**src/rtl/dbus_axi_bridge_pkg.sv**
```systemverilog
// Shared types and defaults for the data-bus to AXI4-Lite bridge.
package saratoga;

    typedef enum logic [1:0] {
        OKAY   = 2'd0,
        EXOKAY = 2'd1,
        SLVERR = 2'd2,
        DECERR = 2'd3
    } axi_resp_t;

    typedef enum logic [2:0] {
        ST_IDLE,
        ST_WR,
        ST_WR_RESP,
        ST_RD_ADDR,
        ST_RD_DATA,
        ST_DONE,
        ST_DRAIN
    } axi_bridge_state_t;

    localparam int unsigned DEFAULT_AXI_TIMEOUT    = 256;
    localparam int unsigned DEFAULT_AXI_ADDR_WIDTH = 32;
    localparam int unsigned AXI_DATA_WIDTH         = 32;
    localparam int unsigned AXI_STRB_WIDTH         = AXI_DATA_WIDTH / 8;

endpackage

```
**src/rtl/dbus_axi_bridge.sv**
```systemverilog
// Core data-bus to AXI4-Lite master bridge, one outstanding transaction.
// Define AXI_BRIDGE_TIMEOUT_EN to add the watchdog and the DRAIN state.
module dbus_axi_bridge
    import saratoga::*;
#(
    parameter int unsigned AXI_ADDR_WIDTH = DEFAULT_AXI_ADDR_WIDTH,
    parameter int unsigned TIMEOUT_CYCLES = DEFAULT_AXI_TIMEOUT
) (
    input  logic                      clk,
    input  logic                      rst,
    input  logic                      axi_rd_en,
    input  logic                      axi_wr_en,
    input  logic [AXI_ADDR_WIDTH-1:0] axi_addr,
    input  logic [AXI_DATA_WIDTH-1:0] wr_data,
    input  logic [AXI_STRB_WIDTH-1:0] wr_strobe,
    output logic [AXI_DATA_WIDTH-1:0] axi_rd_data,
    output logic                      axi_busy,
    output logic                      axi_access_fault,
    output logic [AXI_ADDR_WIDTH-1:0] m_awaddr,
    output logic [2:0]                m_awprot,
    output logic                      m_awvalid,
    input  logic                      m_awready,
    output logic [AXI_DATA_WIDTH-1:0] m_wdata,
    output logic [AXI_STRB_WIDTH-1:0] m_wstrb,
    output logic                      m_wvalid,
    input  logic                      m_wready,
    input  logic [1:0]                m_bresp,
    input  logic                      m_bvalid,
    output logic                      m_bready,
    output logic [AXI_ADDR_WIDTH-1:0] m_araddr,
    output logic [2:0]                m_arprot,
    output logic                      m_arvalid,
    input  logic                      m_arready,
    input  logic [AXI_DATA_WIDTH-1:0] m_rdata,
    input  logic [1:0]                m_rresp,
    input  logic                      m_rvalid,
    output logic                      m_rready
);

    axi_bridge_state_t         state_q, state_d;
    logic [AXI_ADDR_WIDTH-1:0] addr_q, addr_d;
    logic [AXI_DATA_WIDTH-1:0] wdata_q, wdata_d;
    logic [AXI_STRB_WIDTH-1:0] wstrb_q, wstrb_d;
    logic [AXI_DATA_WIDTH-1:0] rd_data_q, rd_data_d;
    logic                      fault_q, fault_d;
    logic                      awvalid_q, awvalid_d;
    logic                      wvalid_q, wvalid_d;
    logic                      bready_q, bready_d;
    logic                      arvalid_q, arvalid_d;
    logic                      rready_q, rready_d;
    logic                      is_wr_q, is_wr_d;
    logic                      resp_pend_q, resp_pend_d;

    logic aw_hs, w_hs, b_hs, ar_hs, r_hs;

    assign aw_hs = awvalid_q & m_awready;
    assign w_hs  = wvalid_q & m_wready;
    assign b_hs  = bready_q & m_bvalid;
    assign ar_hs = arvalid_q & m_arready;
    assign r_hs  = rready_q & m_rvalid;

`ifdef AXI_BRIDGE_TIMEOUT_EN
    localparam int unsigned CNT_W = $clog2(TIMEOUT_CYCLES + 1);
    logic [CNT_W-1:0] cnt_q, cnt_d;
    logic             pend_any;
`else
    localparam int unsigned unused_timeout_cycles = TIMEOUT_CYCLES;
`endif

    // State and datapath registers.
    always_ff @(posedge clk or posedge rst) begin
        if (rst) begin
            state_q     <= ST_IDLE;
            addr_q      <= '0;
            wdata_q     <= '0;
            wstrb_q     <= '0;
            rd_data_q   <= '0;
            fault_q     <= 1'b0;
            awvalid_q   <= 1'b0;
            wvalid_q    <= 1'b0;
            bready_q    <= 1'b0;
            arvalid_q   <= 1'b0;
            rready_q    <= 1'b0;
            is_wr_q     <= 1'b0;
            resp_pend_q <= 1'b0;
`ifdef AXI_BRIDGE_TIMEOUT_EN
            cnt_q       <= '0;
`endif
        end else begin
            state_q     <= state_d;
            addr_q      <= addr_d;
            wdata_q     <= wdata_d;
            wstrb_q     <= wstrb_d;
            rd_data_q   <= rd_data_d;
            fault_q     <= fault_d;
            awvalid_q   <= awvalid_d;
            wvalid_q    <= wvalid_d;
            bready_q    <= bready_d;
            arvalid_q   <= arvalid_d;
            rready_q    <= rready_d;
            is_wr_q     <= is_wr_d;
            resp_pend_q <= resp_pend_d;
`ifdef AXI_BRIDGE_TIMEOUT_EN
            cnt_q       <= cnt_d;
`endif
        end
    end

    // Next-state and registered-output logic.
    always_comb begin
        state_d     = state_q;
        addr_d      = addr_q;
        wdata_d     = wdata_q;
        wstrb_d     = wstrb_q;
        rd_data_d   = rd_data_q;
        fault_d     = fault_q;
        awvalid_d   = awvalid_q;
        wvalid_d    = wvalid_q;
        bready_d    = bready_q;
        arvalid_d   = arvalid_q;
        rready_d    = rready_q;
        is_wr_d     = is_wr_q;
        resp_pend_d = resp_pend_q;
`ifdef AXI_BRIDGE_TIMEOUT_EN
        cnt_d       = '0;
        pend_any    = 1'b0;
`endif

        // A valid only ever drops on its own handshake.
        if (aw_hs) awvalid_d = 1'b0;
        if (w_hs)  wvalid_d  = 1'b0;
        if (ar_hs) arvalid_d = 1'b0;
        if (b_hs || r_hs) resp_pend_d = 1'b0;

        case (state_q)
            ST_IDLE: begin
                if (axi_wr_en) begin
                    addr_d      = axi_addr;
                    wdata_d     = wr_data;
                    wstrb_d     = wr_strobe;
                    awvalid_d   = 1'b1;
                    wvalid_d    = 1'b1;
                    is_wr_d     = 1'b1;
                    resp_pend_d = 1'b1;
                    state_d     = ST_WR;
                end else if (axi_rd_en) begin
                    addr_d      = axi_addr;
                    arvalid_d   = 1'b1;
                    is_wr_d     = 1'b0;
                    resp_pend_d = 1'b1;
                    state_d     = ST_RD_ADDR;
                end
            end
            ST_WR: begin
                if ((!awvalid_q || m_awready) && (!wvalid_q || m_wready)) begin
                    bready_d = 1'b1;
                    state_d  = ST_WR_RESP;
                end
            end
            ST_WR_RESP: begin
                if (b_hs) begin
                    fault_d  = (axi_resp_t'(m_bresp) != OKAY);
                    bready_d = 1'b0;
                    state_d  = ST_DONE;
                end
            end
            ST_RD_ADDR: begin
                if (ar_hs) begin
                    rready_d = 1'b1;
                    state_d  = ST_RD_DATA;
                end
            end
            ST_RD_DATA: begin
                if (r_hs) begin
                    rd_data_d = m_rdata;
                    fault_d   = (axi_resp_t'(m_rresp) != OKAY);
                    rready_d  = 1'b0;
                    state_d   = ST_DONE;
                end
            end
`ifdef AXI_BRIDGE_TIMEOUT_EN
            ST_DONE, ST_DRAIN: begin
                // After a timeout keep accepting the abandoned response.
                pend_any = awvalid_d | wvalid_d | arvalid_d | resp_pend_d;
                bready_d = is_wr_q & resp_pend_d;
                rready_d = ~is_wr_q & resp_pend_d;
                state_d  = pend_any ? ST_DRAIN : ST_IDLE;
            end
`endif
            default: state_d = ST_IDLE;
        endcase

`ifdef AXI_BRIDGE_TIMEOUT_EN
        // Watchdog: counts cycles spent without a state change.
        if ((state_d == state_q) &&
            (state_q inside {ST_WR, ST_WR_RESP, ST_RD_ADDR, ST_RD_DATA})) begin
            if (cnt_q == CNT_W'(TIMEOUT_CYCLES - 1)) begin
                state_d   = ST_DONE;
                fault_d   = 1'b1;
                rd_data_d = '0;
                bready_d  = is_wr_q & resp_pend_d;
                rready_d  = ~is_wr_q & resp_pend_d;
            end else begin
                cnt_d = cnt_q + 1'b1;
            end
        end
`endif
    end

    assign axi_busy         = (axi_rd_en | axi_wr_en) & (state_q != ST_DONE) & ~rst;
    assign axi_rd_data      = rd_data_q;
    assign axi_access_fault = fault_q;
    assign m_awaddr         = addr_q;
    assign m_awprot         = 3'b000;
    assign m_awvalid        = awvalid_q;
    assign m_wdata          = wdata_q;
    assign m_wstrb          = wstrb_q;
    assign m_wvalid         = wvalid_q;
    assign m_bready         = bready_q;
    assign m_araddr         = addr_q;
    assign m_arprot         = 3'b000;
    assign m_arvalid        = arvalid_q;
    assign m_rready         = rready_q;

endmodule

```
**config.mk**
```make
export PLATFORM = sky130hd
export DESIGN_NAME = dbus_axi_bridge
export DESIGN_NICKNAME = d
export VERILOG_FILES = /design/src/rtl/dbus_axi_bridge_pkg.sv /design/src/rtl/dbus_axi_bridge.sv
export SDC_FILE = /design/constraint.sdc
export NUM_CORES = 1
export LEC_CHECK = 0
export ABC_AREA = 0
export CORE_ASPECT_RATIO = 0.5
export CORE_MARGIN = 2
export CORE_UTILIZATION = 25
export DETAILED_ROUTE_END_ITERATION = 7
export GPL_TIMING_DRIVEN = 0
export PLACE_DENSITY = 0.6
export RECOVER_POWER = 100
export SYNTH_ARGS = -nofsm -noshare
export SYNTH_HDL_FRONTEND = slang
export SYNTH_SLANG_ARGS = --single-unit
export TNS_END_PERCENT = 10
```
**constraint.sdc**
```tcl
create_clock -name clk -period 6.1 [get_ports clk]
set_input_delay 0.915 -clock clk [delete_from_list [all_inputs] [get_ports clk]]
set_output_delay 0.915 -clock clk [all_outputs]
set_load 0.02 [all_outputs]
```
==> summary.md, run 1 <==
| Metric | Value |
|---|---|
| Routed met2 length | 7398 um |
| Hold WS | 0.4860 ns |
| Synth Area in XOR/XNOR | 0 |
| Final ANT Viol Nets | 0 |
| Syn Inst Count | 312 |
| Clock Latency Late Sink | 0.35 ns |
| Top-Level Pins | between 200 and 300 |
| Crit Path Class | primary input to asynchronous set/reset pin |
| Fillcell total | 1832 |
| Synth top area cells | dfrtp_1 (57%), mux2_4 (15%), mux2_2 (13%), buf_4 (6.0%), buf_6 (2.6%) |
| First DRT Iteration DRCs | 68 |
| Leakage | 3.260 nW |
| Tot GR Track Use | 0.1270 |
| First-pass GRT wire length | 19510 um |
| Area delta synth->final | 61.75% |
| Maximum number of pins on one net before global-route repair | 79 |
| DR WL/cell | 15.34 um |
| Post_cts resized | 0 |
| Number of nets in the layout | between 600 and 700 |
| Clock Tree Root | clkbuf_16 |
| Vias | around 3300 |
| WP data arrival | slightly below 4 ns |
| TritonCTS clock tree | yes |
| Total Routed Length | approximately 13000 um |
| Crit start category | primary input |
| Compound-Gate Fraction of Synth Area | 0.02603 |
| Antenna Cells | 0 |
| Largest family of logic cells by synthesized area | multiplexers |
| Pwr per Cell Area | approximately 550 mW/mm^2 |
| Sink Count | 109 |
| Fmax | 0.2569 GHz |
| Post-route minimum period | 3.892 ns |
| Post-synth top area share | 0.5731 |
| Worst R2R Setup Slack | 3.73 ns |
| Unrepaired setup endpoints after global routing | false |
| Number of max-cap violations | 2 |
| Worst-margin pin slew | 1.979 ns |
| Yosys warns | 0 |
| Post-synthesis sequential area ratio | 0.5731 |
| Slowest CP cell | clkbuf_2 |
| Met1 WL | 4986 um |
| Clk pin slew, worst setup/hold paths | 0.07 ns |
| Post-DP HPWL | 10160 um |
| Syn avg cell area | 15.26 um^2 |
| Synth Area in Adders | 0 |
| Post-CTS setup buffer count | 0 |
| Multiplexer area fraction after synthesis | 0.2760 |
| Overflow after GRT | 0 |
| #FFs+latches synth | 109 |
| Top Metal Used | met4 |
| CP startpoint | rst |
| Hold Path Origin | axi_rd_data[24]$_DFFE_PP0P_ |
| Total Negative Setup Slacks | 0 ns |
| CTS buffer count | 9 |
| Fin util | 0.4156 |
| Simple-gate area share of the yosys netlist | 0.03128 |
| CTS HTree Levels | 3 |
| Number of global-route vias before repair | 3418 |
| Hold Vio Cnt, Final | 0 |
| Max-slew headroom | -0.3192 |
| VDD IR-drop max | around 0.17 mV |
| Synth area leader | dfrtp_1 |
| Die Wd | about 200 um |
| Synth Cell Area | 0.004760 mm^2 |
| CP top delay family | buffers and inverters |
| Worst clock skew | 0.007667 ns |
| Hold WC Path Type | flop to flop |
| Initial Util | 0.2569 |
| Max Slew Vio Count | 79 |
| Die ar. | approximately 0.020 mm^2 |
| Critical path, cell by cell | dlygate4sd3_1 > clkinvlp_2 > clkbuf_2 |
| Worst stage delay on the critical path | around 1.6 ns |
| Status | finished, violations left |
| Initial antenna violation count | 0 |
| Critical Path RT | 6.17 ns |
| Post-synth cell types | 35 |
| Core Region | 0.01852 mm^2 |
| Place WS | 2.717 ns |
| Vias per cell | 3.944 |
| Period Utilization, post-route | 0.6380 |
| Residual DRC count | 0 |
| Num rows | 35 |
| I/O Buffers | between 200 and 300 |
| Layout cells sized above 1 | 0.2000 |
| CP Capture Type | asynchronous set/reset pin |
| Routed met3 length | approximately 360 um |
| CP Buf/Inv Count | 3 |
| Setup ws final | 2.208 ns |
| CTS Hold Buffers Added | 0 |
| Largest buffer count on any clock path | 2 |
| Failing checks | max-capacitance violations, max-slew violations |
| Die Y | 101.6 um |
| First drt pass iteration count | 4 |
| Final setup vio count | 0 |
| RD Place Congestion | 0.7552 |
| CP max FO | 78 |
| Reg2reg start | state_q[1]$_DFFE_PP0P_ |
[final cells by class]
cell class                 instances  area (um^2)  share of cell area
multi-input combinational        151         1434              0.1863
timing repair buffer             252         2517              0.3270
tap                              259        324.1             0.04209
sequential                       109         2728              0.3543
buffer                            52        346.6             0.04502
clock buffer                       9        225.2             0.02925
clock inverter                     7        103.9             0.01349
inverter                           5        20.02            0.002600
[placed cells by master, fill, tap and decap left out, drive strengths merged, types with 2 or more instances in the layout]
master,count
dlygate4sd3,144
dfrtp,109
clkdlybuf4s50,107
mux2,101
buf,40
clkbuf,22
nand2,8
inv,7
conb,6
nor2,5
o21ai,4
nor2b,3
a211oi,3
clkinvlp,3
nand3,2
o211ai,2
bufinv,2
nor3,2
and2,2
[power by group]
part,total [mW],leakage [nW],internal (mW),switching [mW]
clock network,0.652,0.155,0.366,0.285
registers,1.31,1.30,1.09,0.214
logic,2.25,1.81,1.15,1.11
total,4.21,3.26,2.60,1.61
[synthesized netlist by cell type]
cell      number
a21o_1         1
buf_6         11
o41ai_1        1
a32oi_1        1
or2_2          1
o31ai_1        1
nor2_4         2
a31oi_1        1
buf_4         38
dfrtp_1      109
nor2_1         3
nor3_1         1
inv_1          5
nor3_2         1
nand3_1        2
mux2_1         1
o211ai_1       2
a211oi_1       3
o22ai_1        1
and2b_1        1
a21oi_1        1
and2_1         1
nand2b_1       1
a22oi_1        1
mux2_4        47
mux2_2        53
nor4_1         1
buf_2          2
o21ai_0        4
nand2_1        8
clkbuf_1       1
and2_4         1
a41oi_1        1
conb_1         1
nor2b_1        3
[worst paths after layout]
kind,to,depth (start not counted)
min in group asynchronous,m_araddr[22]$_DFFE_PP0P_,2
max,axi_rd_data[18]$_DFFE_PP0P_,3
min,axi_rd_data[24]$_DFFE_PP0P_,1
max in group clk,axi_busy,4
min reg2reg,axi_rd_data[24]$_DFFE_PP0P_,1
max reg2reg,m_wdata[5]$_DFFE_PP0P_,6
[routing by layer]
layer / track usage / up-vias
li1: - / 1569
met1: 0.1467 / 1685
met2: 0.2418 / 61
met3: 0.02731 / 14
met4: 0.03042 / 0
met5: 0 / -
[flip-flops by register name, indices dropped and copies added (netlist names)]
name              flops
m_arvalid             1
m_bready              1
m_araddr             32
m_rready              1
m_wdata              32
state_q               3
m_wvalid              1
axi_access_fault      1
m_wstrb               4
m_awvalid             1
axi_rd_data          32
[stage by stage]
step | cell area (um^2) | instances | total power, mW
floorplan | 4778 | 317 | 2.818
global placement | 7615 | 827 | 3.991
detailed placement | 7647 | 828 | 4.023
CTS | 7976 | 844 | 4.704
global route | 7699 | 844 | 4.465
finish | 7699 | 844 | 4.209
[kinds of logic (layout without fill, tap and decap cells)]
group	Yosys count	count (layout)
other cells	1	6
buf+inv	57	325
simple gates	26	26
mux	101	101
flops	109	109
compound gates	18	18
(Power assumes the default switching activity.)
==> run 2, diff against run 1 <==
clock period = 3.8 ns   (was 6.1 ns; I/O delays follow)
==> run 2 against run 1 <==
Against the previous run:
- the run still ends with max-capacitance violations, max-slew violations left
- cell area hardly changed
- worst setup slack lost 1.2 ns
- clock power rose by 61%
- critical endpoint is now axi_busy
- largest power group unchanged
==> summary.md, run 2 (synthesis gave the netlist of run 1 again) <==
| Metric | Value |
|---|---|
| Vias | 3333 (+0.12%) |
| Post-CTS setup buffer count | 0 (unchanged) |
| Number of nets in the layout | 693 (unchanged) |
| Top Metal Used | met4 |
| Post-route minimum period | 2.804 ns |
| Routed met2 length | 7429 um (+0.42%) |
| Total Routed Length | 12940 um (about the same) |
| Core Region | 0.01852 mm^2 (unchanged) |
| First-pass GRT wire length | 19510 um (unchanged) |
| Clk pin slew, worst setup/hold paths | 0.07 ns (about the same) |
| Pwr per Cell Area | 875.1 mW/mm^2 (+60%) |
| Max-slew headroom | -0.05550 (+0.2637) |
| First DRT Iteration DRCs | 53 (-22%) |
| Crit start category | primary input |
| Setup ws final | 0.9955 ns (-1.213 ns) |
| CP Capture Type | output pin |
| Tot GR Track Use | 0.1270 (unchanged) |
| Post_cts resized | 0 (unchanged) |
| Maximum number of pins on one net before global-route repair | 79 (unchanged) |
| Inst Count DP | 828 (unchanged) |
| First drt pass iteration count | 4 (unchanged) |
| I/O Buffers | 251 (unchanged) |
| Period Utilization, post-route | 0.7380 |
| Hold WC Path Type | flop to flop |
| CTS HTree Levels | 3 (unchanged) |
| CTS Hold Buffers Added | 0 (unchanged) |
| Max Slew Vio Count | 32 (-59%) |
| Commonest non-fill, non-tap cell in the layout | dlygate4sd3_1 |
| Worst-margin pin slew | 1.575 ns (-0.4043 ns) |
| Die ar. | 0.02022 mm^2 (unchanged) |
| Hold Vio Cnt, Final | 0 (unchanged) |
| CTS buffer count | 9 (unchanged) |
| Clock Latency Late Sink | 0.35 ns (about the same) |
| Final ANT Viol Nets | 0 (unchanged) |
| Antenna Cells | 0 (unchanged) |
| Die Y | 101.6 um (unchanged) |
| Critical Path RT | 3.23 ns (-2.94 ns) |
| Routed met3 length | 332 um (-7.0%) |
| Most frequent cells in the layout | dlygate4sd3_1 (143), dfrtp_1 (109), clkdlybuf4s50_1 (108) |
| Vias per cell | 3.949 (+0.12%) |
| Initial antenna violation count | 0 (unchanged) |
| Failing checks | max-capacitance violations, max-slew violations |
| Post-DP HPWL | 10160 um (unchanged) |
| Met1 WL | 4969 um (-0.34%) |
| Num rows | 35 (unchanged) |
| Total power | 6.742 mW (+60%) |
| Status | finished, violations left |
| Crit Path Class | primary input to output pin |
| Worst clock skew | 0.007978 ns (+0.0003110 ns) |
| Final setup vio count | 0 (unchanged) |
| Fin util | 0.4159 (about the same) |
| CP max FO | 5 (-94%) |
| WP data arrival | 2.23 ns (-1.73 ns) |
| Number of max-cap violations | 1 (-1) |
| Largest buffer count on any clock path | 2 (unchanged) |
| RD Place Congestion | 0.7552 (unchanged) |
| Fmax | 0.3566 GHz |
| Overflow after GRT | 0 (unchanged) |
| TritonCTS clock tree | yes |
| Initial Util | 0.2569 (unchanged) |
| Die Wd | 199.1 um (unchanged) |
| Residual DRC count | 0 (unchanged) |
| Leakage | 3.259 nW (about the same) |
| Place WS | 1.107 ns (-1.610 ns) |
| Number of global-route vias before repair | 3418 (unchanged) |
| Sink Count | 109 (unchanged) |
| Clock Tree Root | clkbuf_16 |
| Top-Level Pins | 258 (unchanged) |
| VDD IR-drop max | 0.2739 mV (+61%) |
| Layout cells sized above 1 | 0.1949 (-0.005128) |
| Finished Layout Cells | 844 (unchanged) |
| DR WL/cell | 15.33 um (about the same) |
| Unrepaired setup endpoints after global routing | false |
| Area delta synth->final | 61.88% (about the same) |
## run 2: critical path, stage by stage
cell           delay (ns)
dlygate4sd3_1        0.64
nor2_1               0.10
a211oi_1             0.20
dlygate4sd3_1        0.72
## run 2: where the power goes
| part | switching, mW | total, mW | internal (mW) | leakage, nW |
|---|---|---|---|---|
| combinational | 1.77 | 3.60 | 1.83 | 1.81 |
| sequential | 0.340 | 2.09 | 1.75 | 1.30 |
| clock | 0.459 | 1.05 | 0.588 | 0.155 |
## run 2: path summary, 6_finish.rpt
path	start	endpoint	slack (ns)	depth (start not counted)
max	axi_wr_en	axi_busy	1.0	4
min	axi_rd_data[24]$_DFFE_PP0P_	axi_rd_data[24]$_DFFE_PP0P_	0.49	1
min reg2reg	axi_rd_data[24]$_DFFE_PP0P_	axi_rd_data[24]$_DFFE_PP0P_	0.49	1
max reg2reg	state_q[1]$_DFFE_PP0P_	m_wdata[5]$_DFFE_PP0P_	1.32	6
max in group asynchronous	rst	axi_rd_data[18]$_DFFE_PP0P_	1.74	3
min in group asynchronous	rst	m_araddr[22]$_DFFE_PP0P_	1.08	2
## run 2: final cells by class
type                    instances  area, um^2
multi-input cells             151        1426
fillers                      1834       10820
repair buffers                252        2540
plain buffers                  52       337.8
well taps                     259       324.1
flip-flops and latches        109        2728
clock buffers                   9       225.2
inverters                       5       20.02
clock inverters                 7       103.9
## run 2: metrics by stage
step	area, um^2	hold WS (ns)	TNS, ns
floorplan	4778	0.5640	0
finish	7705	0.4860	0
global route	7705	0.4997	0
CTS	7976	0.4938	0
detailed placement	7647	0.4760	0
global placement	7615	0.4691	-180.19
## run 2: metal layers
metal / vias up / global-route usage
met4: 0 / 0.03042
met3: 14 / 0.02731
met1: 1689 / 0.1467
met2: 60 / 0.2418
met5: - / 0
li1: 1570 / -
